**config.mk**
```make
export PLATFORM = sky130hd
export DESIGN_NAME = btn_debounce
export DESIGN_NICKNAME = d
export VERILOG_FILES = /design/src/rtl/btn_pkg.sv /design/src/rtl/btn_debounce_ch.sv /design/src/rtl/btn_debounce.sv
export SDC_FILE = /design/constraint.sdc
export NUM_CORES = 1
export LEC_CHECK = 0
export BUFFER_PORTS_ARGS = -buffer_cell sky130_fd_sc_hd__clkbuf_2
export CORE_MARGIN = 5
export CORE_UTILIZATION = 45
export DETAILED_ROUTE_END_ITERATION = 8
export PLACE_DENSITY = 0.58
export SLEW_MARGIN = 20
export SYNTH_ARGS = -nofsm -noshare
export SYNTH_HDL_FRONTEND = slang
export SYNTH_SLANG_ARGS = --single-unit
```
**constraint.sdc**
```tcl
create_clock -name clk -period 6 [get_ports clk]
set_clock_uncertainty 0.05 [all_clocks]
set_input_delay 1.2 -clock clk [delete_from_list [all_inputs] [get_ports clk]]
set_output_delay 1.2 -clock clk [all_outputs]
set_load 0.03 [all_outputs]
```
**src/rtl/btn_pkg.sv**
```systemverilog
// rtl/btn_pkg.sv - shared state encoding and timing constants for the button debouncer
package btn_pkg;

  typedef enum logic [1:0] {
    S_LO     = 2'd0,
    S_CHK_HI = 2'd1,
    S_HI     = 2'd2,
    S_CHK_LO = 2'd3
  } btn_state_t;

  // 10 ms at 25 MHz
  localparam int DEB_CYCLES_DEF = 250000;
  // short window so simulation reaches acceptance in a handful of cycles
  localparam int DEB_CYCLES_SIM = 4;

endpackage

```
**src/rtl/btn_debounce_ch.sv**
```systemverilog
// rtl/btn_debounce_ch.sv - one button channel: synchroniser, debounce FSM, edge pulses, sticky flag
module btn_debounce_ch
  import btn_pkg::*;
#(
  parameter int CNT_W      = 20,
  parameter int DEB_CYCLES = DEB_CYCLES_DEF
) (
  input  logic clk,
  input  logic rst,
  input  logic raw,
  input  logic clr,
  output logic stable,
  output logic rise,
  output logic fall,
  output logic latch
);

  localparam logic [CNT_W-1:0] CNT_LAST = CNT_W'(DEB_CYCLES - 1);
  localparam logic [CNT_W-1:0] CNT_ONE  = CNT_W'(1);

  logic             sync1;
  logic             sync2;
  btn_state_t       state;
  logic [CNT_W-1:0] cnt;
  logic             accept_hi;

  // Two-flop synchroniser; everything downstream only looks at sync2
  always_ff @(posedge clk or negedge rst) begin
    if (!rst) begin
      sync1 <= 1'b0;
      sync2 <= 1'b0;
    end else begin
      sync1 <= raw;
      sync2 <= sync1;
    end
  end

  // The edge that accepts a new high level is also the edge that sets the flag
  always_comb begin
    accept_hi = (state == S_CHK_HI) && sync2 && (cnt == CNT_LAST);
  end

  // Debounce FSM: a differing sample starts a count, any agreeing sample aborts it
  always_ff @(posedge clk or negedge rst) begin
    if (!rst) begin
      state  <= S_LO;
      cnt    <= '0;
      stable <= 1'b0;
      rise   <= 1'b0;
      fall   <= 1'b0;
    end else begin
      rise <= 1'b0;
      fall <= 1'b0;
      case (state)
        S_LO: begin
          if (sync2) begin
            cnt   <= CNT_ONE;
            state <= S_CHK_HI;
          end else begin
            cnt <= '0;
          end
        end
        S_CHK_HI: begin
          if (!sync2) begin
            cnt   <= '0;
            state <= S_LO;
          end else if (cnt == CNT_LAST) begin
            cnt    <= '0;
            state  <= S_HI;
            stable <= 1'b1;
            rise   <= 1'b1;
          end else begin
            cnt <= cnt + CNT_ONE;
          end
        end
        S_HI: begin
          if (!sync2) begin
            cnt   <= CNT_ONE;
            state <= S_CHK_LO;
          end else begin
            cnt <= '0;
          end
        end
        S_CHK_LO: begin
          if (sync2) begin
            cnt   <= '0;
            state <= S_HI;
          end else if (cnt == CNT_LAST) begin
            cnt    <= '0;
            state  <= S_LO;
            stable <= 1'b0;
            fall   <= 1'b1;
          end else begin
            cnt <= cnt + CNT_ONE;
          end
        end
        default: begin
          cnt   <= '0;
          state <= S_LO;
        end
      endcase
    end
  end

  // Sticky press flag; a press landing on the clear strobe wins so it is not lost
  always_ff @(posedge clk or negedge rst) begin
    if (!rst) begin
      latch <= 1'b0;
    end else if (accept_hi) begin
      latch <= 1'b1;
    end else if (clr) begin
      latch <= 1'b0;
    end
  end

endmodule

```
**src/rtl/btn_debounce.sv**
```systemverilog
// rtl/btn_debounce.sv - N_BTN independent debounced button channels
module btn_debounce
  import btn_pkg::*;
#(
  parameter int N_BTN      = 5,
  parameter int CNT_W      = 20,
  parameter int DEB_CYCLES = DEB_CYCLES_DEF
) (
  input  logic             clk,
  input  logic             rst,
  input  logic [N_BTN-1:0] btn_raw,
  input  logic [N_BTN-1:0] evt_clr,
  output logic [N_BTN-1:0] btn_stable,
  output logic [N_BTN-1:0] btn_rise,
  output logic [N_BTN-1:0] btn_fall,
  output logic [N_BTN-1:0] evt_latch
);

  // One self-contained channel per button; they share nothing but clock and reset
  for (genvar i = 0; i < N_BTN; i++) begin : g_ch
    btn_debounce_ch #(
      .CNT_W      (CNT_W),
      .DEB_CYCLES (DEB_CYCLES)
    ) u_ch (
      .clk    (clk),
      .rst    (rst),
      .raw    (btn_raw[i]),
      .clr    (evt_clr[i]),
      .stable (btn_stable[i]),
      .rise   (btn_rise[i]),
      .fall   (btn_fall[i]),
      .latch  (evt_latch[i])
    );
  end

endmodule
```
---- Word level (Yosys, flattened, before mapping) ----
Cells that the tools add are included.
storage, ports and cells
  register bits after elaboration ......... 140
  bits of input ports ..................... 12
cells by class
  add/subtract/negate cells ............... 5
  equal/unequal tests ..................... 60
  muxes and demuxes ....................... 125
  reduce and logical (&&, ||, !) cells .... 35
operators by type and width
  operator                 number
  $pmux W20 S4             5
  $mux W20                 15
  $add A20 B1 Y20 const B  5
  $eq A20 B18 Y1 const B   5
  $mux W1                  65
  $mux W2                  30
  $pmux W2 S4              5
  $ne A2 B1 Y1 const B     15
  $ne A2 B2 Y1 const B     15
  $reduce_and A5 Y1        5
  $eq A2 B2 Y1 const B     10
  $reduce_and A4 Y1        5
  $reduce_bool A2 Y1       10
  $ne A3 B1 Y1 const B     5
  $ne A3 B3 Y1 const B     5
  $eq A2 B1 Y1 const B     5
  $logic_and A1 B1 Y1      10
  $logic_not A2 Y1         5
  $pmux W1 S2              5

---- Longest topological paths before layout ----
  depth in word-level cells ............... 4
  depth in mapped cells ................... 7
  depth with buffers taken out ............ 5

---- By module ----
A second synthesis with hierarchy kept.
second synthesis, totals
  cell total of the unflattened synthesis .. 625
  area, all modules ....................... 6,557.5 µm²
modules (own cells, without submodules)
  module                              times used  cells an instance  area each (µm²)
  btn_debounce_ch (g_ch[0].u_ch ...)  4           124                1,296.2
  btn_debounce_ch (g_ch[4].u_ch)      1           129                1,372.6

---- Least setup slack after synthesis ----
OpenSTA, ideal clock, no wires.
  path type ............................... reg2reg
  from .................................... register g_ch[1].u_ch.cnt[9]
  to ...................................... register g_ch[1].u_ch.cnt[10]
  library setup time ...................... 121 ps
  data arrival time ....................... 1,861 ps
  data required time ...................... 5,829 ps
  path slack .............................. 3,968 ps
  stages on the path, launching flop included .. 7
  path through ............................ dfrtp_1 > or4_1 > nor4_2 > a21o_1 > buf_2 > buf_2 > nor2_1
on the way
  word-level cells in the longest chain between the ends .. 4
RTL lines
  item                                                      RTL line                                      text
  start: declaration                                        btn_debounce_ch.sv:24                         logic [CNT_W-1:0] cnt;
  start signal: assignment                                  btn_debounce_ch.sv:73                         cnt <= cnt + CNT_ONE;
  start signal: assignment                                  btn_debounce_ch.sv:94                         cnt <= cnt + CNT_ONE;
  $add A20 B1 Y20 / $eq A20 B18 Y1 (equally long branches)  --
  $mux W20 *                                                btn_debounce_ch.sv:67, btn_debounce_ch.sv:88
  $mux W20 (on tied branches)                               btn_debounce_ch.sv:85, btn_debounce_ch.sv:64
  $pmux W20 S4 *                                            btn_debounce_ch.sv:54                         case (state)
Every way passes the cells marked *; elsewhere a longest branch is shown, timed or not.
A chain may end at the register's enable or synchronous reset.

---- Worst setup path in the final report ----
  from .................................... register g_ch[1].u_ch.cnt[9]
  to ...................................... register g_ch[1].u_ch.cnt[14]
Same word-level chain as after synthesis.

==> run metrics <==
Initial Utilization 45.82%; Max Fclk 423.8 MHz; Hold-fix buffers, CTS 0; Storage cell area 3503 µm²; Tmin final 2.360 ns; Nets 690; vias 4,739; Synth cell types 48; switching power total 433.6 µW; first-pass GRT wire length 22,400 µm; synthesized area 6660 µm²; length of the first detailed-routing pass in iterations 4; crit-path max FO 19; H-tree depth 4; Max-slew headroom 42.64%; gr usage total 15.39%; Post-Layout Cell Count 869; Die W 131.7 µm; clock power share 52.3%; Avg Cell Area, Syn 10.17 µm²; Internal 1.692 mW; grt ovf 0; fin worst setup slack 3.640 ns; Syn. warnings 0; Worst EP required 6.25 ns; remaining antenna violation count 0; final slew viol count 0; I/O pin count 32; Net Sw Frac 20.40%; CP arrival 2.61 ns; status completed; Vias/cell 5.453; P&R area growth vs syn 12.31%; crit start category register; Resized cells post-CTS 0; clock slew at reported path FFs 0.06 ns; die height 131.7 µm; die area 17,330 µm²; Clock Latency Late Sink 0.42 ns; Final period util 39.33%; Critical-path top delay cell a21o_1; Power Dens Cells 284.1 nW/µm²; Yosys reg bits 140; Post-Syn Instances 655; # Max-Cap Violations 0; CTS max path bufs 2; top_reg_cell synth dfrtp_1; Post-synth EDFFs 0; worst-margin pin slew 0.8603 ns; Detailed Place HPWL 8410 µm; Setup TNS 0 ns; Syn Nets 672; # diodes 0; largest net degree at the start of global routing 110; family with the most delay on the worst path simple AND/OR/NAND/NOR gates; share of layout cells above drive strength 1 11.68%; initial antenna violation count 0; # fillers 1,327; worst ir drop on vdd 0.0001942 V; vias in the first global route 4,879; CTS Buf Count 17; RSZ-0062 raised after global routing false; fin util 51.46%; Wirelength per Cell 14.38 µm; Core ar. 14,530 µm²; slowest stage delay, CP 0.57 ns; initial DRC count 273; Lkg Pwr 3.152 nW; crit end category register; CP cell instances or4_1 -> nor4_2 -> a21o_1 -> o21ba_2; Total Wirelength 12,500 µm; count of final setup violators 0; combinational share of power 2.4%; sequential power share 45.4%; port bufs 31; root buf cell clkbuf_16; CTS tree yes; worst setup path class register to register; Buffers & Inverters on Critical Path 0; footprint of the multi-input gates 2825 µm²; DP Worst Slack 3.495 ns; Cell Rows 44; Post-synth ARST share 100.0%; Fin. Hold Viols 0; postcts setup bufs 0; sequential share of the synthesized area 52.60%; clock sink total 140; GP Congestion 0.7616; drt drc 0; dpl cells 838; Hold WC Path Type register to register
[worst paths after layout]
path,start,endpoint,slack (ns),depth (start not counted)
hold reg to reg,g_ch[0].u_ch.sync1,g_ch[0].u_ch.sync2,0.30,0
setup / recovery,g_ch[1].u_ch.cnt[9],g_ch[1].u_ch.cnt[14],3.64,4
hold / removal,g_ch[0].u_ch.sync1,g_ch[0].u_ch.sync2,0.30,0
max in group asynchronous,rst,g_ch[3].u_ch.cnt[12],4.11,2
setup reg to reg,g_ch[1].u_ch.cnt[9],g_ch[1].u_ch.cnt[14],3.64,4
min in group asynchronous,rst,g_ch[1].u_ch.cnt[3],0.84,1
[per-stage QoR]
step / hold WS (ns) / area, µm² / power (mW)
2_1_floorplan: 0.2812 / 6660 / 1.003
3_3_place_gp: 0.2827 / 6844 / 1.031
3_5_place_dp: 0.2893 / 6844 / 1.033
4_1_cts: 0.3005 / 7477 / 2.152
5_1_grt: 0.3179 / 7480 / 2.204
6_report: 0.2984 / 7480 / 2.125
[synthesized netlist by cell type (16+ instances only)]
master | n | area share (%)
or4_1 | 16 | 1.8
xnor2_1 | 27 | 3.6
buf_4 | 22 | 2.5
nor2_1 | 75 | 4.2
nand2_1 | 32 | 1.8
dfrtp_1 | 140 | 53
xor2_1 | 37 | 4.9
nand3_1 | 34 | 2.6
a21oi_1 | 30 | 2.3
inv_1 | 31 | 1.7
nand4_1 | 28 | 2.6
o21ai_0 | 26 | 2.0
or3_1 | 25 | 2.3
[layer usage]
metal / share of wire, % / track usage (%)
met4: 1.3 / 5.600
met2: 49 / 25.90
met1: 46 / 18.63
met5: 0 / 0
met3: 4.0 / 4.778
[area by class of cell]
class,instances,share of cell area [%]
clock buffers,20,6.240
clock inverters,11,2.225
inverters,31,1.556
multi-input cells,451,37.77
well taps,184,3.078
flip-flops and latches,140,46.84
repair buffers,32,2.292
[placed cells by master (no fill, tap or decap), drive strengths merged, types with 2 or more instances in the layout]
master    synthesis  final
a21boi            8      8
o211ai            2      2
nand2            32     32
or4b              3      3
o31ai             8      8
nand4            29     29
o21ai            26     26
a21o             10     10
and3              2      2
and2              8      8
clkinv            0      4
ha                5      5
nor2             75     75
or3              25     25
clkbuf            4     51
o22ai             2      2
clkinvlp          0      3
nor3b             5      5
nor4              9      9
and4             16     16
nand4b            2      2
or4              17     17
nand2b            5      5
nand3            34     34
nor3             14     14
a21oi            31     31
nor4b             2      2
mux2              4      4
or2               4      4
dfrtp           140    140
inv              31     31
xnor2            27     27
xor2             37     37
a211o             4      4
bufinv            0      4
[cell families after synthesis]
| kind of cell | synth area share, % |
|---|---|
| simple gates | 23.73 |
| flops | 52.60 |
| compound gates | 8.660 |
| xor+xnor | 8.416 |
| buf+inv | 4.978 |
| fa+ha+maj | 0.9393 |
| mux | 0.6763 |
[sequential cells by signal, indices dropped and copies added (netlist names), named ones only]
name,cells
g_ch.u_ch.rise,5
g_ch.u_ch.fall,5
g_ch.u_ch.cnt,100
g_ch.u_ch.latch,5
g_ch.u_ch.sync2,5
g_ch.u_ch.stable,5
g_ch.u_ch.state,5
g_ch.u_ch.sync1,5
[worst register-to-register path: cells and delay by family, from the launching register on]
| family | cells | cell delay [ns] |
|---|---|---|
| AND/OR/NAND/NOR | 2 | 0.99 |
| AO/OA/AOI/OAI | 2 | 0.81 |
| flip-flops | 1 | 0.40 |
[power groups by stage]
stage | registers (mW) | logic [mW] | clock network (mW)
after floorplan | 0.978 | 0.0253 | 0
after global placement | 0.980 | 0.0512 | 0
after detailed placement | 0.981 | 0.0525 | 0
after CTS | 0.964 | 0.0527 | 1.14
after global routing | 0.965 | 0.0600 | 1.18
final | 0.964 | 0.0501 | 1.11
Power figures use the tool's default switching activity.
